`config.mk`:
```
export PLATFORM = sky130hd
export DESIGN_NAME = spi_rx_slave_flat
export DESIGN_NICKNAME = d
export VERILOG_FILES = /design/src/rtl/spi_pkg.sv /design/src/rtl/spi_rx_slave_if.sv /design/src/rtl/spi_sync_edge.sv /design/src/rtl/spi_rx_slave.sv /design/src/flat_wrapper.sv
export SDC_FILE = /design/constraint.sdc
export NUM_CORES = 1
export LEC_CHECK = 0
export CORE_MARGIN = 3
export CORE_UTILIZATION = 30
export CTS_BUF_LIST = sky130_fd_sc_hd__clkbuf_16
export DETAILED_ROUTE_END_ITERATION = 8
export GPL_ROUTABILITY_DRIVEN = 0
export HOLD_SLACK_MARGIN = 0.15
export PLACE_DENSITY_LB_ADDON = 0.2
export SKIP_CTS_REPAIR_TIMING = 1
export SLEW_MARGIN = 20
export SYNTH_ARGS = -nofsm -noshare
export SYNTH_HDL_FRONTEND = slang
export SYNTH_SLANG_ARGS = --single-unit
```
`constraint.sdc`:
```
create_clock -name clk -period 4.4 [get_ports clk]
set_input_delay 0.66 -clock clk [delete_from_list [all_inputs] [get_ports clk]]
set_output_delay 0.66 -clock clk [all_outputs]
set_load 0.02 [all_outputs]
```
`src/rtl/spi_pkg.sv`:
```
// Shared SPI definitions: receiver FSM encoding and default frame width.
// The transmitter side uses the same SPI_WIDTH.
package spi_pkg;

    localparam int SPI_WIDTH = 12;

    typedef enum logic [1:0] {
        IDLE = 2'd0,
        RECV = 2'd1,
        END  = 2'd2
    } spi_state_e;

endpackage

```
`src/rtl/spi_rx_slave_if.sv`:
```
// SPI receive link: serial pins from the transmitter plus the parallel word
// handed to the register/FIFO side.
interface spi_rx_slave_if #(
    parameter int WIDTH = spi_pkg::SPI_WIDTH
);
    logic             cs;
    logic             sclk;
    logic             mosi;
    logic [WIDTH-1:0] dout;
    logic             dout_valid;
    logic             err;
    logic             busy;

    modport master (
        output cs, sclk, mosi,
        input  dout, dout_valid, err, busy
    );

    modport slave (
        input  cs, sclk, mosi,
        output dout, dout_valid, err, busy
    );
endinterface

```
`src/rtl/spi_sync_edge.sv`:
```
// One-bit synchroniser with a previous-value register; emits the synchronised
// level and single-cycle rise/fall pulses in the clk domain.
module spi_sync_edge #(
    parameter int   SYNC_STAGES = 2,
    parameter logic RST_VAL     = 1'b0
) (
    input  logic clk,
    input  logic rst_n,
    input  logic d,
    output logic q,
    output logic rise,
    output logic fall
);
    logic [SYNC_STAGES-1:0] sync;
    logic                   prev;

    always_ff @(posedge clk or negedge rst_n) begin
        if (!rst_n) begin
            sync <= {SYNC_STAGES{RST_VAL}};
            prev <= RST_VAL;
        end else begin
            sync <= {sync[SYNC_STAGES-2:0], d};
            prev <= sync[SYNC_STAGES-1];
        end
    end

    assign q    = sync[SYNC_STAGES-1];
    assign rise = q & ~prev;
    assign fall = ~q & prev;
endmodule

```
`src/rtl/spi_rx_slave.sv`:
```
// SPI receive endpoint: oversamples cs/sclk/mosi in the clk domain, samples
// mosi on sclk falling edges and strobes out each complete WIDTH-bit word.
module spi_rx_slave
    import spi_pkg::*;
#(
    parameter int WIDTH       = SPI_WIDTH,
    parameter int SYNC_STAGES = 2,
    parameter bit LSB_FIRST   = 1'b1
) (
    input logic           clk,
    input logic           rst_n,
    spi_rx_slave_if.slave bus
);
    localparam int             CW   = $clog2(WIDTH + 2);
    localparam logic [CW-1:0]  FULL = CW'(WIDTH);
    localparam logic [CW-1:0]  OVF  = CW'(WIDTH + 1);

    logic cs_s, cs_rise, cs_fall;
    logic sclk_s, sclk_fall, sclk_rise_unused;
    logic mosi_s, mosi_rise_unused, mosi_fall_unused;

    spi_sync_edge #(.SYNC_STAGES(SYNC_STAGES), .RST_VAL(1'b1)) u_cs (
        .clk  (clk),
        .rst_n(rst_n),
        .d    (bus.cs),
        .q    (cs_s),
        .rise (cs_rise),
        .fall (cs_fall)
    );

    spi_sync_edge #(.SYNC_STAGES(SYNC_STAGES), .RST_VAL(1'b0)) u_sclk (
        .clk  (clk),
        .rst_n(rst_n),
        .d    (bus.sclk),
        .q    (sclk_s),
        .rise (sclk_rise_unused),
        .fall (sclk_fall)
    );

    spi_sync_edge #(.SYNC_STAGES(SYNC_STAGES), .RST_VAL(1'b0)) u_mosi (
        .clk  (clk),
        .rst_n(rst_n),
        .d    (bus.mosi),
        .q    (mosi_s),
        .rise (mosi_rise_unused),
        .fall (mosi_fall_unused)
    );

    spi_state_e       state, state_d;
    logic [CW-1:0]    cnt, cnt_d;
    logic [WIDTH-1:0] sh, sh_d;
    logic [WIDTH-1:0] dout_q, dout_d;
    logic             vld_q, vld_d;
    logic             err_q, err_d;
    logic             busy_q, busy_d;

    always_ff @(posedge clk or negedge rst_n) begin
        if (!rst_n) begin
            state  <= IDLE;
            cnt    <= '0;
            sh     <= '0;
            dout_q <= '0;
            vld_q  <= 1'b0;
            err_q  <= 1'b0;
            busy_q <= 1'b0;
        end else begin
            state  <= state_d;
            cnt    <= cnt_d;
            sh     <= sh_d;
            dout_q <= dout_d;
            vld_q  <= vld_d;
            err_q  <= err_d;
            busy_q <= busy_d;
        end
    end

    always_comb begin
        state_d = state;
        cnt_d   = cnt;
        sh_d    = sh;
        dout_d  = dout_q;
        vld_d   = 1'b0;
        err_d   = 1'b0;
        case (state)
            IDLE: begin
                // sclk edges coinciding with the cs_fall belong to no frame
                if (cs_fall) begin
                    cnt_d   = '0;
                    sh_d    = '0;
                    state_d = RECV;
                end
            end
            RECV: begin
                if (cs_rise) begin
                    state_d = END;
                end else if (sclk_fall) begin
                    if (cnt < FULL) begin
                        sh_d  = LSB_FIRST ? {mosi_s, sh[WIDTH-1:1]}
                                          : {sh[WIDTH-2:0], mosi_s};
                        cnt_d = cnt + 1'b1;
                    end else begin
                        cnt_d = OVF;
                    end
                end
            end
            END: begin
                if (cnt == FULL) begin
                    dout_d = sh;
                    vld_d  = 1'b1;
                end else begin
                    err_d  = 1'b1;
                end
                // A cs pulse of one synchronised cycle lands its fall here
                if (cs_fall) begin
                    cnt_d   = '0;
                    sh_d    = '0;
                    state_d = RECV;
                end else begin
                    state_d = IDLE;
                end
            end
            default: state_d = IDLE;
        endcase
        busy_d = (state_d != IDLE);
    end

    assign bus.dout       = dout_q;
    assign bus.dout_valid = vld_q;
    assign bus.err        = err_q;
    assign bus.busy       = busy_q;

    // Synchronised sclk level only matters through its fall pulse.
    logic sclk_level_unused;
    assign sclk_level_unused = sclk_s;
endmodule
```
`src/flat_wrapper.sv`:
```
// flat-port wrapper written by rule: the top's interface ports become plain ports
module spi_rx_slave_flat import spi_pkg::*;
#(
    parameter int WIDTH       = SPI_WIDTH,
    parameter int SYNC_STAGES = 2,
    parameter bit LSB_FIRST   = 1'b1
)
  (clk, rst_n, bus_cs, bus_sclk, bus_mosi, bus_dout, bus_dout_valid, bus_err, bus_busy);
  spi_rx_slave_if #(.WIDTH(WIDTH)) bus_i ();
  input logic clk;
  input logic rst_n;
  input wire logic [$bits(bus_i.cs)-1:0] bus_cs;
  input wire logic [$bits(bus_i.sclk)-1:0] bus_sclk;
  input wire logic [$bits(bus_i.mosi)-1:0] bus_mosi;
  output wire logic [$bits(bus_i.dout)-1:0] bus_dout;
  output wire logic [$bits(bus_i.dout_valid)-1:0] bus_dout_valid;
  output wire logic [$bits(bus_i.err)-1:0] bus_err;
  output wire logic [$bits(bus_i.busy)-1:0] bus_busy;
  assign bus_i.cs = bus_cs;
  assign bus_i.sclk = bus_sclk;
  assign bus_i.mosi = bus_mosi;
  assign bus_dout = bus_i.dout;
  assign bus_dout_valid = bus_i.dout_valid;
  assign bus_err = bus_i.err;
  assign bus_busy = bus_i.busy;
  spi_rx_slave #(.WIDTH(WIDTH), .SYNC_STAGES(SYNC_STAGES), .LSB_FIRST(LSB_FIRST)) u_core (.clk(clk), .rst_n(rst_n), .bus(bus_i));
endmodule
```
==> results of run 1 <==
[power breakdown]
group	internal (mW)	switching, mW
registers	0.408	0.0321
clock network	0.263	0.132
logic	0.0421	0.0501
[metal layers]
| layer | up-vias | global-route usage [%] | routed length [um] |
|---|---|---|---|
| met5 | - | 0 | 0 |
| met4 | 0 | 4.05 | 49 |
| met3 | 5 | 4.74 | 136 |
| met2 | 16 | 14.0 | 1140 |
| met1 | 461 | 12.0 | 1170 |
| li1 | 461 | - | - |
[cells in the mapped netlist]
cell type / number
dfrtp_1: 38
nand2_1: 18
inv_1: 15
mux2i_1: 14
mux2_2: 12
dfstp_2: 3
nand2b_1: 3
nand3_1: 3
o21ai_0: 3
ha_1: 2
nor2b_1: 2
a21boi_0: 1
a21o_1: 1
a21oi_1: 1
a21oi_4: 1
and4bb_1: 1
buf_2: 1
buf_4: 1
buf_6: 1
clkbuf_1: 1
nor2_1: 1
nor2_4: 1
nor3b_1: 1
o21bai_2: 1
o22a_1: 1
o2bb2a_1: 1
[flip-flops by register name, summed over array words and instances (netlist names)]
name,count
u_core.u_cs.sync,2
u_core.u_sclk.prev,1
u_core.sh,12
u_core.u_cs.prev,1
u_core.bus.dout,12
u_core.u_sclk.sync,2
u_core.state,2
u_core.bus.busy,1
u_core.cnt,4
u_core.bus.dout_valid,1
u_core.u_mosi.sync,2
u_core.bus.err,1
[metrics by stage]
stage	cells	setup slack (ns)	hold WS (ns)	util (%)	total power [mW]
4_1_cts	221	2.42	0.355	39.4	0.945
3_5_place_dp	213	2.44	0.342	36.3	0.541
3_3_place_gp	213	2.48	0.337	36.3	0.537
2_1_floorplan	128	2.93	0.331	-	0.509
5_1_grt	221	2.28	0.357	39.4	0.983
6_report	221	2.45	0.349	39.4	0.927
[placed cells by master, fill, tap and decap left out]
| cell type | n |
|---|---|
| bufinv_16 | 1 |
| a21o_1 | 1 |
| o21ai_0 | 3 |
| nand2_1 | 18 |
| clkdlybuf4s50_1 | 18 |
| a21oi_4 | 1 |
| clkbuf_16 | 5 |
| nor2_1 | 1 |
| nor3b_1 | 1 |
| clkinv_1 | 1 |
| a21boi_0 | 1 |
| dfstp_2 | 3 |
| nor2_4 | 1 |
| and4bb_1 | 1 |
| inv_1 | 16 |
| dfrtp_1 | 38 |
| o22a_1 | 1 |
| nand2b_1 | 3 |
| nand3_1 | 3 |
| mux2i_1 | 14 |
| a21oi_1 | 1 |
| o21bai_2 | 1 |
| buf_2 | 1 |
| mux2_2 | 12 |
| ha_1 | 2 |
| nor2b_1 | 2 |
| o2bb2a_1 | 1 |
[layout make-up]
cell class / instances / area, um^2 / area share (%)
Sequential cell: 41 / 1030 / 50.2
Multi-Input combinational cell: 68 / 531 / 25.9
Timing Repair Buffer: 19 / 185 / 9.02
Clock buffer: 5 / 125 / 6.10
Tap cell: 70 / 87.6 / 4.27
Inverter: 15 / 56.3 / 2.74
Clock inverter: 3 / 37.5 / 1.83
[cell families after synthesis]
kind of cell / Yosys count
adder cells (fa/ha/maj): 2
buffers and inverters: 19
flip-flops: 41
multiplexers: 26
AO/OA/AOI/OAI: 10
AND/OR/NAND/NOR: 30
[worst min path at each step]
stage | slack (ns) | startpoint | cells after the start | end
2_1_floorplan | 0.33 | u_core.u_mosi.sync[0] | 0 | u_core.u_mosi.sync[1]
3_3_place_gp | 0.34 | u_core.u_mosi.sync[0] | 0 | u_core.u_mosi.sync[1]
3_5_place_dp | 0.34 | u_core.u_mosi.sync[0] | 0 | u_core.u_mosi.sync[1]
4_1_cts | 0.35 | u_core.u_mosi.sync[0] | 0 | u_core.u_mosi.sync[1]
5_1_grt | 0.36 | u_core.u_cs.sync[0] | 0 | u_core.u_cs.sync[1]
6_report | 0.35 | u_core.u_mosi.sync[0] | 0 | u_core.u_mosi.sync[1]
==> results.yml, run 1 <==
status:
  status: "completed"
timing:
  hold_viol: 0
  setup_viol: 0
  fin_setup_tns_ns: 0
  fin_crit_ns: 1.95
  slew_headroom_pct: 41.6
  finClkSkew_ns: 0.00177
  worstMarginPinSlew_ns: 0.876
  slew_viol_final: 0
  rsz0062_at_grt: "false"
  period_share_pct: 44.3
  timing.fmax_mhz: 513
power:
  p_per_area_nw_per_um2: 452
  leakagePower_nw: 0.910
  ir_drop_uv: 262
worst_hold_path:
  hp-class: "flip-flop to flip-flop"
routing:
  via_count: 943
  drc: 0
  routed_via_density: 4.27
  firstDrtPassIters: 4
  drt_iter0_drc: 49
  wire_per_inst_um: 11.3
  wl_mm: 2.50
  ant_nets: 0
placement:
  io_buffers: 19
  dpl-instance-area_um2: 1890
  hpwl_mm: 1.69
grt:
  grt_first_pass_wirelength_mm: 4.58
  grt_util_all_layers_pct: 9.61
  antenna_found_initial: 0
  grt_max_degree: 42
  grt_overflow: 0
  grt_pass1_vias: 957
yosys:
  synthCells: 128
  yosysWarnings: 0
  synth_compound_area_share_pct: 4.95
  ys_seq_area_share_pct: 62.6
  synthMuxAreaShare_pct: 16.7
  ys_types: 26
  synth_seq_cells: 41
  synthTopCellsByArea: "dfrtp_1 (58%), mux2i_1 (8.5%), mux2_2 (8.2%)"
  synth_top_family_by_area: "multiplexers"
  syn_nets: 135
  synthesis.area_um2: 1640
  synth_top_area_share_pct: 57.8
  yosys.area_share.simple_pct: 9.06
  synth.avg_cell_area_um2: 12.8
  synthXorXnorAreaFrac_pct: 0
  synthAdderAreaFrac_pct: 1.52
  yosys.area.top_type: "dfrtp_1"
critical_path:
  crit_path_end: "u_core.sh[10]"
  path_max_fanout: 20
  crit_required_ns: 4.60
  r2r_start: "u_core.state[0]"
  worstPathCellList: "and4bb_1 > nand2_1 > a21oi_4 > mux2i_1"
  r2r-end: "u_core.sh[10]"
  ff2ff_path_depth: 4
  critPathTopFamily: "flip-flops"
  crit_arrival_ns: 2.15
  crit_cells: 4
  r2r_setup_slack_ns: 2.45
  crit_slowest_cell: "dfrtp_1"
  worstSetupEndpointType: "flip-flop"
  worstSetupStartpointType: "flip-flop"
  cp_slowest_stage_delay_ns: 0.69
  worstSetupStartpoint: "u_core.state[0]"
  crit_buf_inv: 0
  crit_type: "flip-flop to flip-flop"
flow_run:
  drv_cap: 0
final_layout:
  final_layout_size_suffix_gt1_share_pct: 16.6
  fin_nets: 157
  n_fill_cell: 510
  final_cell_area_um2: 2050
  area_growth_pct: 24.8
  n_antenna_cell: 0
floorplan:
  start_util_pct: 31.6
  num_rows: 26
  core_um2: 5200
  die_w_um: 80.0
  io_pins: 20
  dieHeight_um: 80.0
  dieArea_um2: 6400
clock_network:
  cts.clk_slew.worst_paths_ns: 0.05
  cts_buffers: 5
  clkSinkCount: 41
  cts_root_buf: "clkbuf_16"
  cts_tree: "yes"
  htreeDepth: 2
  clkLatencyLatePin_ns: 0.28
  clockBufferDepth: 2
Power figures use the tool's default switching activity.
==> run 2, diff against run 1 <==
Clock period 4.4 ns to 1.99 ns, I/O delays scaled along.
==> run 2 against run 1 <==
  * Clock skew up 0.0030 ns
  * Setup slack worse by 2.1 ns
  * Critical path type unchanged
  * Largest cell class unchanged
  * Largest power group unchanged
  * Highest routed layer unchanged
  * Non-clock buffer count up 4
  * Clock power up 87%
==> results.yml, run 2 (synthesized netlist as in run 1, its figures left out) <==
status:
  status: "completed"
clock_network:
  cts_buffers: 5
  cts.clk_slew.worst_paths_ns: 0.06
  clkSinkCount: 41
  clockBufferDepth: 2
  cts_tree: "yes"
  cts_root_buf: "clkbuf_16"
  htreeDepth: 2
  clkLatencyLatePin_ns: 0.28
power:
  power_frac_clock_pct: 38.2
  p_sw_share_pct: 24.6
  p_per_area_nw_per_um2: 935
  intPower_mw: 1.46
  ir_drop_uv: 467
  leakagePower_nw: 0.928
  p_sw_mw: 0.477
  seqPwrFrac_pct: 49.8
  comb_power_share_pct: 12.0
placement:
  hpwl_mm: 1.85
  dpl-instance-area_um2: 1920
  io_buffers: 19
final_layout:
  final_cell_area_um2: 2070
  n_antenna_cell: 0
  final_common_cell: "dfrtp_1"
  area_growth_pct: 26.0
  final_cell_mix: "dfrtp_1 (38), nand2_1 (18), clkdlybuf4s50_1 (18), inv_1 (17), mux2i_1 (14)"
  final_util_pct: 39.8
  final_layout_size_suffix_gt1_share_pct: 18.1
  fin_nets: 161
critical_path:
  crit_cells: 5
  r2r-end: "u_core.bus.dout[9]"
  r2r_setup_slack_ns: 0.37
  worstSetupStartpoint: "u_core.cnt[0]"
  worstSetupEndpointType: "flip-flop"
  worstSetupStartpointType: "flip-flop"
  crit_type: "flip-flop to flip-flop"
  critPathTopFamily: "simple AND/OR/NAND/NOR gates"
  crit_buf_inv: 1
  r2r_start: "u_core.cnt[0]"
  crit_required_ns: 2.15
  path_max_fanout: 13
  ff2ff_path_depth: 5
  cp_slowest_stage_delay_ns: 0.41
  worstPathCellList: "inv_1 > ha_1 > nand3_1 > nor2_4 > mux2_2"
  crit_slowest_cell: "dfrtp_1"
  crit_arrival_ns: 1.78
floorplan:
  num_rows: 26
  dieHeight_um: 80.0
  io_pins: 20
  dieArea_um2: 6400
  die_w_um: 80.0
  start_util_pct: 31.6
  core_um2: 5200
routing:
  wire_per_inst_um: 11.6
  ant_nets: 0
  routed_via_density: 4.27
  via_count: 961
  wl_mm: 2.60
  drc: 0
  drt_iter0_drc: 58
  firstDrtPassIters: 4
grt:
  antenna_found_initial: 0
  grt_first_pass_wirelength_mm: 4.68
  grt_pass1_vias: 1012
  grt_overflow: 0
  grt_util_all_layers_pct: 9.76
  grt_max_degree: 23
worst_hold_path:
  hold_depth: 0
  hp-class: "flip-flop to flip-flop"
  min_from: "u_core.u_mosi.sync[0]"
  holdPathEnd: "u_core.u_mosi.sync[1]"
timing:
  setup_viol: 0
  worstMarginPinSlew_ns: 0.480
  finClkSkew_ns: 0.00480
  slew_viol_final: 0
  period_share_pct: 81.4
  rsz0062_at_grt: "false"
  slew_headroom_pct: 68.0
  fin_setup_tns_ns: 0
  fin_crit_ns: 1.62
  timing.fmax_mhz: 617
  hold_viol: 0
flow_run:
  drv_cap: 0
-- run 2: worst max path at each step --
stage	end	slack (ns)
floorplan	u_core.bus.dout[10]	0.52
global placement	u_core.bus.dout[9]	0.38
detailed placement	u_core.bus.dout[9]	0.37
CTS	u_core.bus.dout[9]	0.36
global route	u_core.sh[0]	0.26
finish	u_core.bus.dout[9]	0.37
-- run 2: power by group through the flow --
| stage | registers (mW) | clock network (mW) | logic [mW] |
|---|---|---|---|
| after floorplan | 0.961 | 0 | 0.165 |
| after global placement | 0.974 | 0 | 0.228 |
| after detailed placement | 0.979 | 0 | 0.235 |
| after CTS | 0.964 | 0.770 | 0.236 |
| after global routing | 0.978 | 0.807 | 0.267 |
| final | 0.966 | 0.740 | 0.232 |
-- run 2: per-stage QoR --
step | worst slack [ns] | total power [mW] | cells | hold slack (ns)
after global routing | 0.256 | 2.05 | 225 | 0.355
final | 0.370 | 1.94 | 225 | 0.342
after CTS | 0.363 | 1.97 | 224 | -0.0111
after detailed placement | 0.369 | 1.21 | 216 | 0.288
after global placement | 0.381 | 1.20 | 216 | 0.280
after floorplan | 0.524 | 1.13 | 128 | 0.00291
-- run 2: cell type report --
class	instances	area, um^2
Clock buffer	5	125
Tap cell	70	87.6
Clock inverter	3	12.5
Sequential cell	41	1030
Inverter	15	56.3
Multi-Input combinational cell	68	531
Fill cell	516	3130
Timing Repair Buffer	23	230
-- run 2: per-layer routing --
metal / vias up / wire length [um] / global-route usage (%)
li1: 471 / - / -
met1: 461 / 1260 / 12.2
met2: 22 / 1150 / 14.6
met3: 7 / 120 / 3.16
met4: 0 / 69 / 5.91
met5: - / 0 / 0
